$ cat src/rtl/mcpu_ctrl_fsm_pkg.sv
// Shared encodings for the multi-cycle RV32I controller: states, opcodes, ALU ops and mux selects.
package mcpu_ctrl_fsm_pkg;

   typedef enum logic [3:0] {
      S_IDLE    = 4'd0,
      S_IF      = 4'd1,
      S_ID      = 4'd2,
      S_EX_R    = 4'd3,
      S_EX_I    = 4'd4,
      S_EX_ADDR = 4'd5,
      S_MEM_RD  = 4'd6,
      S_MEM_WR  = 4'd7,
      S_WB_MEM  = 4'd8,
      S_WB_ALU  = 4'd9,
      S_EX_BR   = 4'd10,
      S_EX_JAL  = 4'd11,
      S_EX_JALR = 4'd12,
      S_WB_LUI  = 4'd13,
      S_ERR     = 4'd14
   } state_t;

   localparam logic [4:0] OP_R     = 5'b01100;
   localparam logic [4:0] OP_I     = 5'b00100;
   localparam logic [4:0] OP_LOAD  = 5'b00000;
   localparam logic [4:0] OP_STORE = 5'b01000;
   localparam logic [4:0] OP_BR    = 5'b11000;
   localparam logic [4:0] OP_JAL   = 5'b11011;
   localparam logic [4:0] OP_JALR  = 5'b11001;
   localparam logic [4:0] OP_LUI   = 5'b01101;

   // ALU codes are {Fun7, Fun3} so R-type decode is a plain concatenation
   localparam logic [3:0] ALU_ADD  = 4'b0000;
   localparam logic [3:0] ALU_SLL  = 4'b0001;
   localparam logic [3:0] ALU_SLT  = 4'b0010;
   localparam logic [3:0] ALU_SLTU = 4'b0011;
   localparam logic [3:0] ALU_XOR  = 4'b0100;
   localparam logic [3:0] ALU_SRL  = 4'b0101;
   localparam logic [3:0] ALU_OR   = 4'b0110;
   localparam logic [3:0] ALU_AND  = 4'b0111;
   localparam logic [3:0] ALU_SUB  = 4'b1000;
   localparam logic [3:0] ALU_SRA  = 4'b1101;

   localparam logic [2:0] IMM_I = 3'd0;
   localparam logic [2:0] IMM_S = 3'd1;
   localparam logic [2:0] IMM_B = 3'd2;
   localparam logic [2:0] IMM_J = 3'd3;
   localparam logic [2:0] IMM_U = 3'd4;

   localparam logic [1:0] MTR_ALU = 2'd0;
   localparam logic [1:0] MTR_MDR = 2'd1;
   localparam logic [1:0] MTR_PC  = 2'd2;
   localparam logic [1:0] MTR_IMM = 2'd3;

   localparam logic [1:0] PCS_ALU    = 2'd0;
   localparam logic [1:0] PCS_ALUOUT = 2'd1;
   localparam logic [1:0] PCS_JALR   = 2'd2;

   localparam logic       SRCA_PC  = 1'b0;
   localparam logic       SRCA_RS1 = 1'b1;
   localparam logic [1:0] SRCB_RS2 = 2'd0;
   localparam logic [1:0] SRCB_4   = 2'd1;
   localparam logic [1:0] SRCB_IMM = 2'd2;

   // States that hold a bus request and may stall on MIO_ready
   function automatic logic is_wait_state(state_t s);
      return (s == S_IF) || (s == S_MEM_RD) || (s == S_MEM_WR);
   endfunction

endpackage

$ cat src/rtl/mcpu_ctrl_fsm_if.sv
// Instruction-field inputs and datapath control outputs of the multi-cycle controller.
interface mcpu_ctrl_fsm_if
   import mcpu_ctrl_fsm_pkg::*;
   #(parameter int RETIRE_W = 32);

   logic [4:0]          OPcode;
   logic [2:0]          Fun3;
   logic                Fun7;
   logic                zero;
   logic                MIO_ready;
   logic                CPU_MIO;
   logic                MemRW;
   logic                IorD;
   logic                IRWrite;
   logic                PCWrite;
   logic [1:0]          PCSource;
   logic                ALUSrc_A;
   logic [1:0]          ALUSrc_B;
   logic [2:0]          ImmSel;
   logic [3:0]          ALU_Control;
   logic [1:0]          MemtoReg;
   logic                RegWrite;
   logic                bus_err;
   logic [RETIRE_W-1:0] retired;
   state_t              state_out;

   modport master (
      input  OPcode, Fun3, Fun7, zero, MIO_ready,
      output CPU_MIO, MemRW, IorD, IRWrite, PCWrite, PCSource, ALUSrc_A, ALUSrc_B,
             ImmSel, ALU_Control, MemtoReg, RegWrite, bus_err, retired, state_out
   );

   modport slave (
      output OPcode, Fun3, Fun7, zero, MIO_ready,
      input  CPU_MIO, MemRW, IorD, IRWrite, PCWrite, PCSource, ALUSrc_A, ALUSrc_B,
             ImmSel, ALU_Control, MemtoReg, RegWrite, bus_err, retired, state_out
   );

endinterface

$ cat src/rtl/mcpu_ctrl_fsm_alu_dec.sv
// ALU operation decode from the current state and Fun3/Fun7 fields.
module mcpu_ctrl_fsm_alu_dec
   import mcpu_ctrl_fsm_pkg::*;
(
   input  state_t     state,
   input  logic [2:0] fun3,
   input  logic       fun7,
   output logic [3:0] alu_control
);

   // Immediate ops only honour bit 30 for srai; otherwise it is part of the immediate
   always_comb begin
      alu_control = ALU_ADD;
      case (state)
         S_EX_R:  alu_control = {fun7, fun3};
         S_EX_I:  alu_control = {fun7 & (fun3 == 3'b101), fun3};
         S_EX_BR: alu_control = ALU_SUB;
         default: alu_control = ALU_ADD;
      endcase
   end

endmodule

$ cat src/rtl/mcpu_ctrl_fsm.sv
// Multi-cycle RV32I control FSM with bus wait states, timeout trap and retired-instruction counter.
module mcpu_ctrl_fsm
   import mcpu_ctrl_fsm_pkg::*;
#(
   parameter int WAIT_MAX = 16,
   parameter int RETIRE_W = 32
)
(
   input  logic            clk,
   input  logic            rst,
   mcpu_ctrl_fsm_if.master bus
);

   localparam int CNT_W = (WAIT_MAX > 1) ? $clog2(WAIT_MAX) : 1;

   state_t              state;
   logic [CNT_W-1:0]    wait_cnt;
   logic [RETIRE_W-1:0] retired;
   logic                bus_err;
   logic                timeout;
   logic [3:0]          alu_control;

   // A ready arriving on the last allowed cycle still completes the transfer
   assign timeout = (WAIT_MAX > 0) && (wait_cnt == CNT_W'(WAIT_MAX - 1)) && !bus.MIO_ready;

   always_ff @(posedge clk or posedge rst) begin
      if (rst) begin
         state    <= S_IDLE;
         wait_cnt <= '0;
         retired  <= '0;
         bus_err  <= 1'b0;
      end else begin
         wait_cnt <= '0;
         case (state)
            S_IDLE: state <= S_IF;
            S_IF, S_MEM_RD, S_MEM_WR: begin
               if (bus.MIO_ready) begin
                  if (state == S_IF) begin
                     state <= S_ID;
                  end else if (state == S_MEM_RD) begin
                     state <= S_WB_MEM;
                  end else begin
                     state   <= S_IF;
                     retired <= retired + RETIRE_W'(1);
                  end
               end else if (timeout) begin
                  state   <= S_ERR;
                  bus_err <= 1'b1;
               end else begin
                  wait_cnt <= wait_cnt + CNT_W'(1);
               end
            end
            S_ID: begin
               case (bus.OPcode)
                  OP_R:             state <= S_EX_R;
                  OP_I:             state <= S_EX_I;
                  OP_LOAD, OP_STORE: state <= S_EX_ADDR;
                  OP_BR:            state <= S_EX_BR;
                  OP_JAL:           state <= S_EX_JAL;
                  OP_JALR:          state <= S_EX_JALR;
                  OP_LUI:           state <= S_WB_LUI;
                  default: begin
                     state   <= S_ERR;
                     bus_err <= 1'b1;
                  end
               endcase
            end
            S_EX_R, S_EX_I: state <= S_WB_ALU;
            S_EX_ADDR:      state <= (bus.OPcode == OP_STORE) ? S_MEM_WR : S_MEM_RD;
            S_WB_MEM, S_WB_ALU, S_WB_LUI, S_EX_BR, S_EX_JAL, S_EX_JALR: begin
               state   <= S_IF;
               retired <= retired + RETIRE_W'(1);
            end
            S_ERR: state <= S_ERR;
            default: begin
               state   <= S_ERR;
               bus_err <= 1'b1;
            end
         endcase
      end
   end

   mcpu_ctrl_fsm_alu_dec u_alu_dec (
      .state       (state),
      .fun3        (bus.Fun3),
      .fun7        (bus.Fun7),
      .alu_control (alu_control)
   );

   // Moore decode; only IF write enables and branch PCWrite look at live inputs
   always_comb begin
      bus.CPU_MIO  = 1'b0;
      bus.MemRW    = 1'b0;
      bus.IorD     = 1'b0;
      bus.IRWrite  = 1'b0;
      bus.PCWrite  = 1'b0;
      bus.PCSource = PCS_ALU;
      bus.ALUSrc_A = SRCA_PC;
      bus.ALUSrc_B = SRCB_RS2;
      bus.ImmSel   = IMM_I;
      bus.MemtoReg = MTR_ALU;
      bus.RegWrite = 1'b0;
      case (state)
         S_IF: begin
            bus.CPU_MIO  = 1'b1;
            bus.ALUSrc_B = SRCB_4;
            bus.IRWrite  = bus.MIO_ready;
            bus.PCWrite  = bus.MIO_ready;
         end
         S_ID: begin
            bus.ALUSrc_B = SRCB_IMM;
            bus.ImmSel   = IMM_B;
         end
         S_EX_R: bus.ALUSrc_A = SRCA_RS1;
         S_EX_I: begin
            bus.ALUSrc_A = SRCA_RS1;
            bus.ALUSrc_B = SRCB_IMM;
         end
         S_EX_ADDR: begin
            bus.ALUSrc_A = SRCA_RS1;
            bus.ALUSrc_B = SRCB_IMM;
            bus.ImmSel   = (bus.OPcode == OP_STORE) ? IMM_S : IMM_I;
         end
         S_MEM_RD: begin
            bus.CPU_MIO = 1'b1;
            bus.IorD    = 1'b1;
         end
         S_MEM_WR: begin
            bus.CPU_MIO = 1'b1;
            bus.IorD    = 1'b1;
            bus.MemRW   = 1'b1;
         end
         S_WB_MEM: begin
            bus.MemtoReg = MTR_MDR;
            bus.RegWrite = 1'b1;
         end
         S_WB_ALU: bus.RegWrite = 1'b1;
         S_EX_BR: begin
            bus.ALUSrc_A = SRCA_RS1;
            bus.PCWrite  = bus.zero ^ bus.Fun3[0];
            bus.PCSource = PCS_ALUOUT;
         end
         S_EX_JAL: begin
            bus.ALUSrc_B = SRCB_IMM;
            bus.ImmSel   = IMM_J;
            bus.PCWrite  = 1'b1;
            bus.MemtoReg = MTR_PC;
            bus.RegWrite = 1'b1;
         end
         S_EX_JALR: begin
            bus.ALUSrc_A = SRCA_RS1;
            bus.ALUSrc_B = SRCB_IMM;
            bus.PCWrite  = 1'b1;
            bus.PCSource = PCS_JALR;
            bus.MemtoReg = MTR_PC;
            bus.RegWrite = 1'b1;
         end
         S_WB_LUI: begin
            bus.ImmSel   = IMM_U;
            bus.MemtoReg = MTR_IMM;
            bus.RegWrite = 1'b1;
         end
         default: ;
      endcase
   end

   assign bus.ALU_Control = alu_control;
   assign bus.bus_err     = bus_err;
   assign bus.retired     = retired;
   assign bus.state_out   = state;

endmodule

$ cat src/flat_wrapper.sv
// flat-port wrapper written by rule: the top's interface ports become plain ports
module mcpu_ctrl_fsm_flat import mcpu_ctrl_fsm_pkg::*;
#(
   parameter int WAIT_MAX = 16,
   parameter int RETIRE_W = 32
)
  (clk, rst, bus_OPcode, bus_Fun3, bus_Fun7, bus_zero, bus_MIO_ready, bus_CPU_MIO, bus_MemRW, bus_IorD, bus_IRWrite, bus_PCWrite, bus_PCSource, bus_ALUSrc_A, bus_ALUSrc_B, bus_ImmSel, bus_ALU_Control, bus_MemtoReg, bus_RegWrite, bus_bus_err, bus_retired, bus_state_out);
  mcpu_ctrl_fsm_if #(.RETIRE_W(RETIRE_W)) bus_i ();
  input  logic clk;
  input  logic rst;
  input wire logic [$bits(bus_i.OPcode)-1:0] bus_OPcode;
  input wire logic [$bits(bus_i.Fun3)-1:0] bus_Fun3;
  input wire logic [$bits(bus_i.Fun7)-1:0] bus_Fun7;
  input wire logic [$bits(bus_i.zero)-1:0] bus_zero;
  input wire logic [$bits(bus_i.MIO_ready)-1:0] bus_MIO_ready;
  output wire logic [$bits(bus_i.CPU_MIO)-1:0] bus_CPU_MIO;
  output wire logic [$bits(bus_i.MemRW)-1:0] bus_MemRW;
  output wire logic [$bits(bus_i.IorD)-1:0] bus_IorD;
  output wire logic [$bits(bus_i.IRWrite)-1:0] bus_IRWrite;
  output wire logic [$bits(bus_i.PCWrite)-1:0] bus_PCWrite;
  output wire logic [$bits(bus_i.PCSource)-1:0] bus_PCSource;
  output wire logic [$bits(bus_i.ALUSrc_A)-1:0] bus_ALUSrc_A;
  output wire logic [$bits(bus_i.ALUSrc_B)-1:0] bus_ALUSrc_B;
  output wire logic [$bits(bus_i.ImmSel)-1:0] bus_ImmSel;
  output wire logic [$bits(bus_i.ALU_Control)-1:0] bus_ALU_Control;
  output wire logic [$bits(bus_i.MemtoReg)-1:0] bus_MemtoReg;
  output wire logic [$bits(bus_i.RegWrite)-1:0] bus_RegWrite;
  output wire logic [$bits(bus_i.bus_err)-1:0] bus_bus_err;
  output wire logic [$bits(bus_i.retired)-1:0] bus_retired;
  output wire logic [$bits(bus_i.state_out)-1:0] bus_state_out;
  assign bus_i.OPcode = bus_OPcode;
  assign bus_i.Fun3 = bus_Fun3;
  assign bus_i.Fun7 = bus_Fun7;
  assign bus_i.zero = bus_zero;
  assign bus_i.MIO_ready = bus_MIO_ready;
  assign bus_CPU_MIO = bus_i.CPU_MIO;
  assign bus_MemRW = bus_i.MemRW;
  assign bus_IorD = bus_i.IorD;
  assign bus_IRWrite = bus_i.IRWrite;
  assign bus_PCWrite = bus_i.PCWrite;
  assign bus_PCSource = bus_i.PCSource;
  assign bus_ALUSrc_A = bus_i.ALUSrc_A;
  assign bus_ALUSrc_B = bus_i.ALUSrc_B;
  assign bus_ImmSel = bus_i.ImmSel;
  assign bus_ALU_Control = bus_i.ALU_Control;
  assign bus_MemtoReg = bus_i.MemtoReg;
  assign bus_RegWrite = bus_i.RegWrite;
  assign bus_bus_err = bus_i.bus_err;
  assign bus_retired = bus_i.retired;
  assign bus_state_out = bus_i.state_out;
  mcpu_ctrl_fsm #(.WAIT_MAX(WAIT_MAX), .RETIRE_W(RETIRE_W)) u_core (.clk(clk), .rst(rst), .bus(bus_i));
endmodule
$ cat config.mk
export PLATFORM = sky130hd
export DESIGN_NAME = mcpu_ctrl_fsm_flat
export DESIGN_NICKNAME = d
export VERILOG_FILES = /design/src/rtl/mcpu_ctrl_fsm_pkg.sv /design/src/rtl/mcpu_ctrl_fsm_if.sv /design/src/rtl/mcpu_ctrl_fsm_alu_dec.sv /design/src/rtl/mcpu_ctrl_fsm.sv /design/src/flat_wrapper.sv
export SDC_FILE = /design/constraint.sdc
export NUM_CORES = 1
export LEC_CHECK = 0
export ABC_AREA = 0
export BUFFER_PORTS_ARGS = -buffer_cell sky130_fd_sc_hd__buf_2
export CAP_MARGIN = 10
export CORE_MARGIN = 10
export CORE_UTILIZATION = 45
export DETAILED_ROUTE_END_ITERATION = 8
export MAX_ROUTING_LAYER = met4
export PLACE_DENSITY_LB_ADDON = 0.3
export SLEW_MARGIN = 30
export SYNTH_ARGS = -nofsm -noshare
export SYNTH_HDL_FRONTEND = slang
export SYNTH_SLANG_ARGS = --single-unit
$ cat constraint.sdc
create_clock -name clk -period 2.2 [get_ports clk]
set_input_delay 0 -clock clk [delete_from_list [all_inputs] [get_ports clk]]
set_output_delay 0 -clock clk [all_outputs]
set_load 0.1 [all_outputs]
==> qor.txt <==
Run status: complete, no violations
Area share of the largest cell type after synthesis: 43.5%
Maximum number of pins on one net before global-route repair: 42
Element type at the critical path end: output pin
Gp weighted congestion: 0.789
Post-synth EDFFs: 0
Rows: 26
Commonest non-fill, non-tap cell in the layout: sky130_fd_sc_hd__buf_2
Stage delay of the slowest cell on the critical path: 0.60 ns
Antenna violations before repair: 0
Net count reported at finish: 334
Area growth from synthesis to final layout: 32.5%
Peak VDD IR: 0.273 mV
Fin crit period: 2.09 ns
Pre-CTS worst setup slack: 0.328 ns
Post-Route WL: 5.85 mm
Unrepaired setup endpoints after global routing: no
Ys async rst share: 100%
Worst Hold Margin: 0.0471 ns
Global-route usage over all layers: 14.3%
Most used flip-flop cell after synthesis: sky130_fd_sc_hd__dfrtp_1
Gr ovfl total: 0
Maximum Capacitance Violations: 0
Arrival time at the worst endpoint: 2.09 ns
Synthesized instance count: 246
Fraction of final layout cells sized beyond drive strength 1: 39.4%
Inst Count DP: 381
Port Buf Inserts: 69
Length of routed met2 wiring: 2.90 mm
WS Path Type: reg -> out
Number of optimization iterations in the first detailed-route pass: 4
Vias in the first global route: 2132
Clock buffer count from CTS: 5
Number of standard cells in the layout, taps in and fillers out: 390
Length of routed met3 wiring: 272 µm
TritonCTS clock tree: built
Die Height: 92.4 µm
Part of the cycle the worst path needs: 95.2%
Global-route wire length before repair: 9.96 mm
Actual slew at the worst max-slew pin: 0.645 ns
Ordered list of cells on the worst path: clkinv_1, nand2_1, and3_1, buf_2
Seq/Total Area, Yosys: 43.5%
Wire length per cell: 15.0 µm
Cell chosen for the clock root: sky130_fd_sc_hd__clkbuf_8
Count of buffering cells on the critical path with inverters included: 2
Class of the worst hold path: in -> reg
Boundary pin count: 70
Top library cells by usage in the layout, fill and taps aside: sky130_fd_sc_hd__buf_2 (63), sky130_fd_sc_hd__dfrtp_1 (24), sky130_fd_sc_hd__xnor2_1 (21), sky130_fd_sc_hd__nand2_1 (20), sky130_fd_sc_hd__nor2_1 (16)
CP max FO: 23
Data required time of the worst path: 2.20 ns
Most area-consuming cells after synthesis: sky130_fd_sc_hd__dfrtp_1 (44%), sky130_fd_sc_hd__xnor2_1 (7.8%), sky130_fd_sc_hd__xor2_1 (5.2%)
Initial core utilization: 46.2%
Antenna diodes: 0
Die outline width: 92.4 µm
Headroom to the max-slew limit: 56.7%
Clock latency on the worst-skew pair: 0.29 ns
Slowest cell on crit path: sky130_fd_sc_hd__dfrtp_4
Maximum clock frequency: 0.477 GHz
Placed wire-length estimate: 4.47 mm
Largest buffer count on any clock path: 2
Clk slew on worst S/H paths: 0.07 ns
Violation count after the first detailed-route iteration: 83
Net Count, Synth: 261
Startpoint class of the critical path: flop
Power density over cell area: 461 nW/µm²
Met1 WL: 2.58 mm
Count of unique library cells instantiated by Yosys: 51
Number of routed nets with antenna violations: 0
Via count: 2086
Mean instance size in the synthesized netlist: 9.59 µm²
Core Box Area: 5110 µm²
Top routing layer used: met4
Number of design rule violations left after detail routing: 0
Kind of cell adding the most delay to the critical path: buffers and inverters
Sinks on Clock Net: 41
Setup Skew: 0.00343 ns
Total number of yosys warnings: 0
Cell accounting for the most synthesized area: sky130_fd_sc_hd__dfrtp_1
Synthesized cell area: 2360 µm²
Fin. Hold Viols: 0
Pins over their slew limit: 0
Cell leakage power: 1.57 nW
Area of the die: 8540 µm²
Avg Vias per Cell: 5.35
Sum of negative setup slack: 0 ns
Fillcell total: 451
Number of synthesized register bits: 41
H-Tree Depth: 2
Total setup violations reported at the end of the flow: 0
Final critical-path setup slack: 0.105 ns
==> Yosys cell counts, types with 2 or more instances <==
| master | number |
|---|---|
| sky130_fd_sc_hd__xnor2_1 | 21 |
| sky130_fd_sc_hd__clkbuf_1 | 6 |
| sky130_fd_sc_hd__a21o_1 | 2 |
| sky130_fd_sc_hd__a21oi_1 | 6 |
| sky130_fd_sc_hd__nand4_1 | 11 |
| sky130_fd_sc_hd__and3_1 | 8 |
| sky130_fd_sc_hd__o21ai_0 | 5 |
| sky130_fd_sc_hd__xor2_1 | 14 |
| sky130_fd_sc_hd__a211oi_1 | 4 |
| sky130_fd_sc_hd__and4_1 | 7 |
| sky130_fd_sc_hd__buf_4 | 3 |
| sky130_fd_sc_hd__o31ai_1 | 3 |
| sky130_fd_sc_hd__nor4_1 | 2 |
| sky130_fd_sc_hd__nor2b_1 | 4 |
| sky130_fd_sc_hd__inv_1 | 4 |
| sky130_fd_sc_hd__nand3_1 | 13 |
| sky130_fd_sc_hd__and2_1 | 7 |
| sky130_fd_sc_hd__nor2_1 | 22 |
| sky130_fd_sc_hd__nand2b_1 | 4 |
| sky130_fd_sc_hd__dfrtp_1 | 41 |
| sky130_fd_sc_hd__nand2_1 | 20 |
| sky130_fd_sc_hd__buf_2 | 2 |
| sky130_fd_sc_hd__nor3_1 | 8 |
| sky130_fd_sc_hd__ha_1 | 2 |
==> kinds of logic after synthesis <==
kind of cell,share of synthesized area (%)
adders and majority gates,1.06
xor gates and xnor gates,13.0
and+or+nand+nor,27.0
muxes,0.477
DFF,43.5
AOI/OAI and AO/OA,11.7
buffers and inverters,3.29
==> repair_timing <==
action,CTS,global route
buffers inserted,0,0
gates resized for setup,0,3
endpoints found under the setup margin,0,5
hold endpoints to repair,41,0
hold buffers,1,0
==> area by class of cell <==
| cell class | instances | area, µm² | share of cell area, % |
|---|---|---|---|
| clock buffers | 7 | 86.3 | 2.76 |
| clock inverters | 1 | 30.0 | 0.961 |
| inverters | 5 | 18.8 | 0.600 |
| multi-input cells | 188 | 1370 | 43.7 |
| flip-flops and latches | 41 | 1060 | 33.8 |
| well taps | 70 | 87.6 | 2.80 |
| repair buffers | 78 | 480 | 15.4 |
==> final timing paths <==
path                                         startpoint                       to  slack, ns  cells after the start
worst max register to register  u_core.bus.state_out[2]  u_core.bus.state_out[0]       0.30                      5
worst min register to register       u_core.wait_cnt[0]       u_core.wait_cnt[0]       0.48                      1
worst min-delay path                      bus_MIO_ready       u_core.wait_cnt[2]       0.05                      2
max in group asynchronous                           rst  u_core.bus.state_out[0]       1.44                      4
min in group asynchronous                           rst    u_core.bus.retired[8]       0.37                      4
worst max-delay path            u_core.bus.state_out[3]            bus_ImmSel[1]       0.11                      4
==> registers in the layout (all words and copies together) (netlist names) <==
register,count
u_core.wait_cnt,4
u_core.bus.retired,32
u_core.bus.bus_err,1
u_core.bus.state_out,4
==> metal layers <==
layer,vias up,track usage [%]
li1,1020,-
met1,1000,16.5
met2,58,23.5
met3,8,3.07
met4,0,6.30
met5,-,-
==> per-stage QoR <==
step	cell area (µm²)	utilization, %	power (mW)
2_1_floorplan	2500	-	0.808
3_3_place_gp	2990	58.6	0.833
3_5_place_dp	2990	58.6	0.834
4_1_cts	3120	61.0	1.45
5_1_grt	3130	61.2	1.50
6_report	3130	61.2	1.44
==> where the power goes <==
group / switching, mW / internal, mW / leakage, nW / total [mW]
clock network: 0.251 / 0.370 / 0.0585 / 0.621
logic: 0.0439 / 0.0204 / 0.987 / 0.0642
registers: 0.000635 / 0.754 / 0.528 / 0.754
Note: power is estimated with default switching activity, not from simulation.
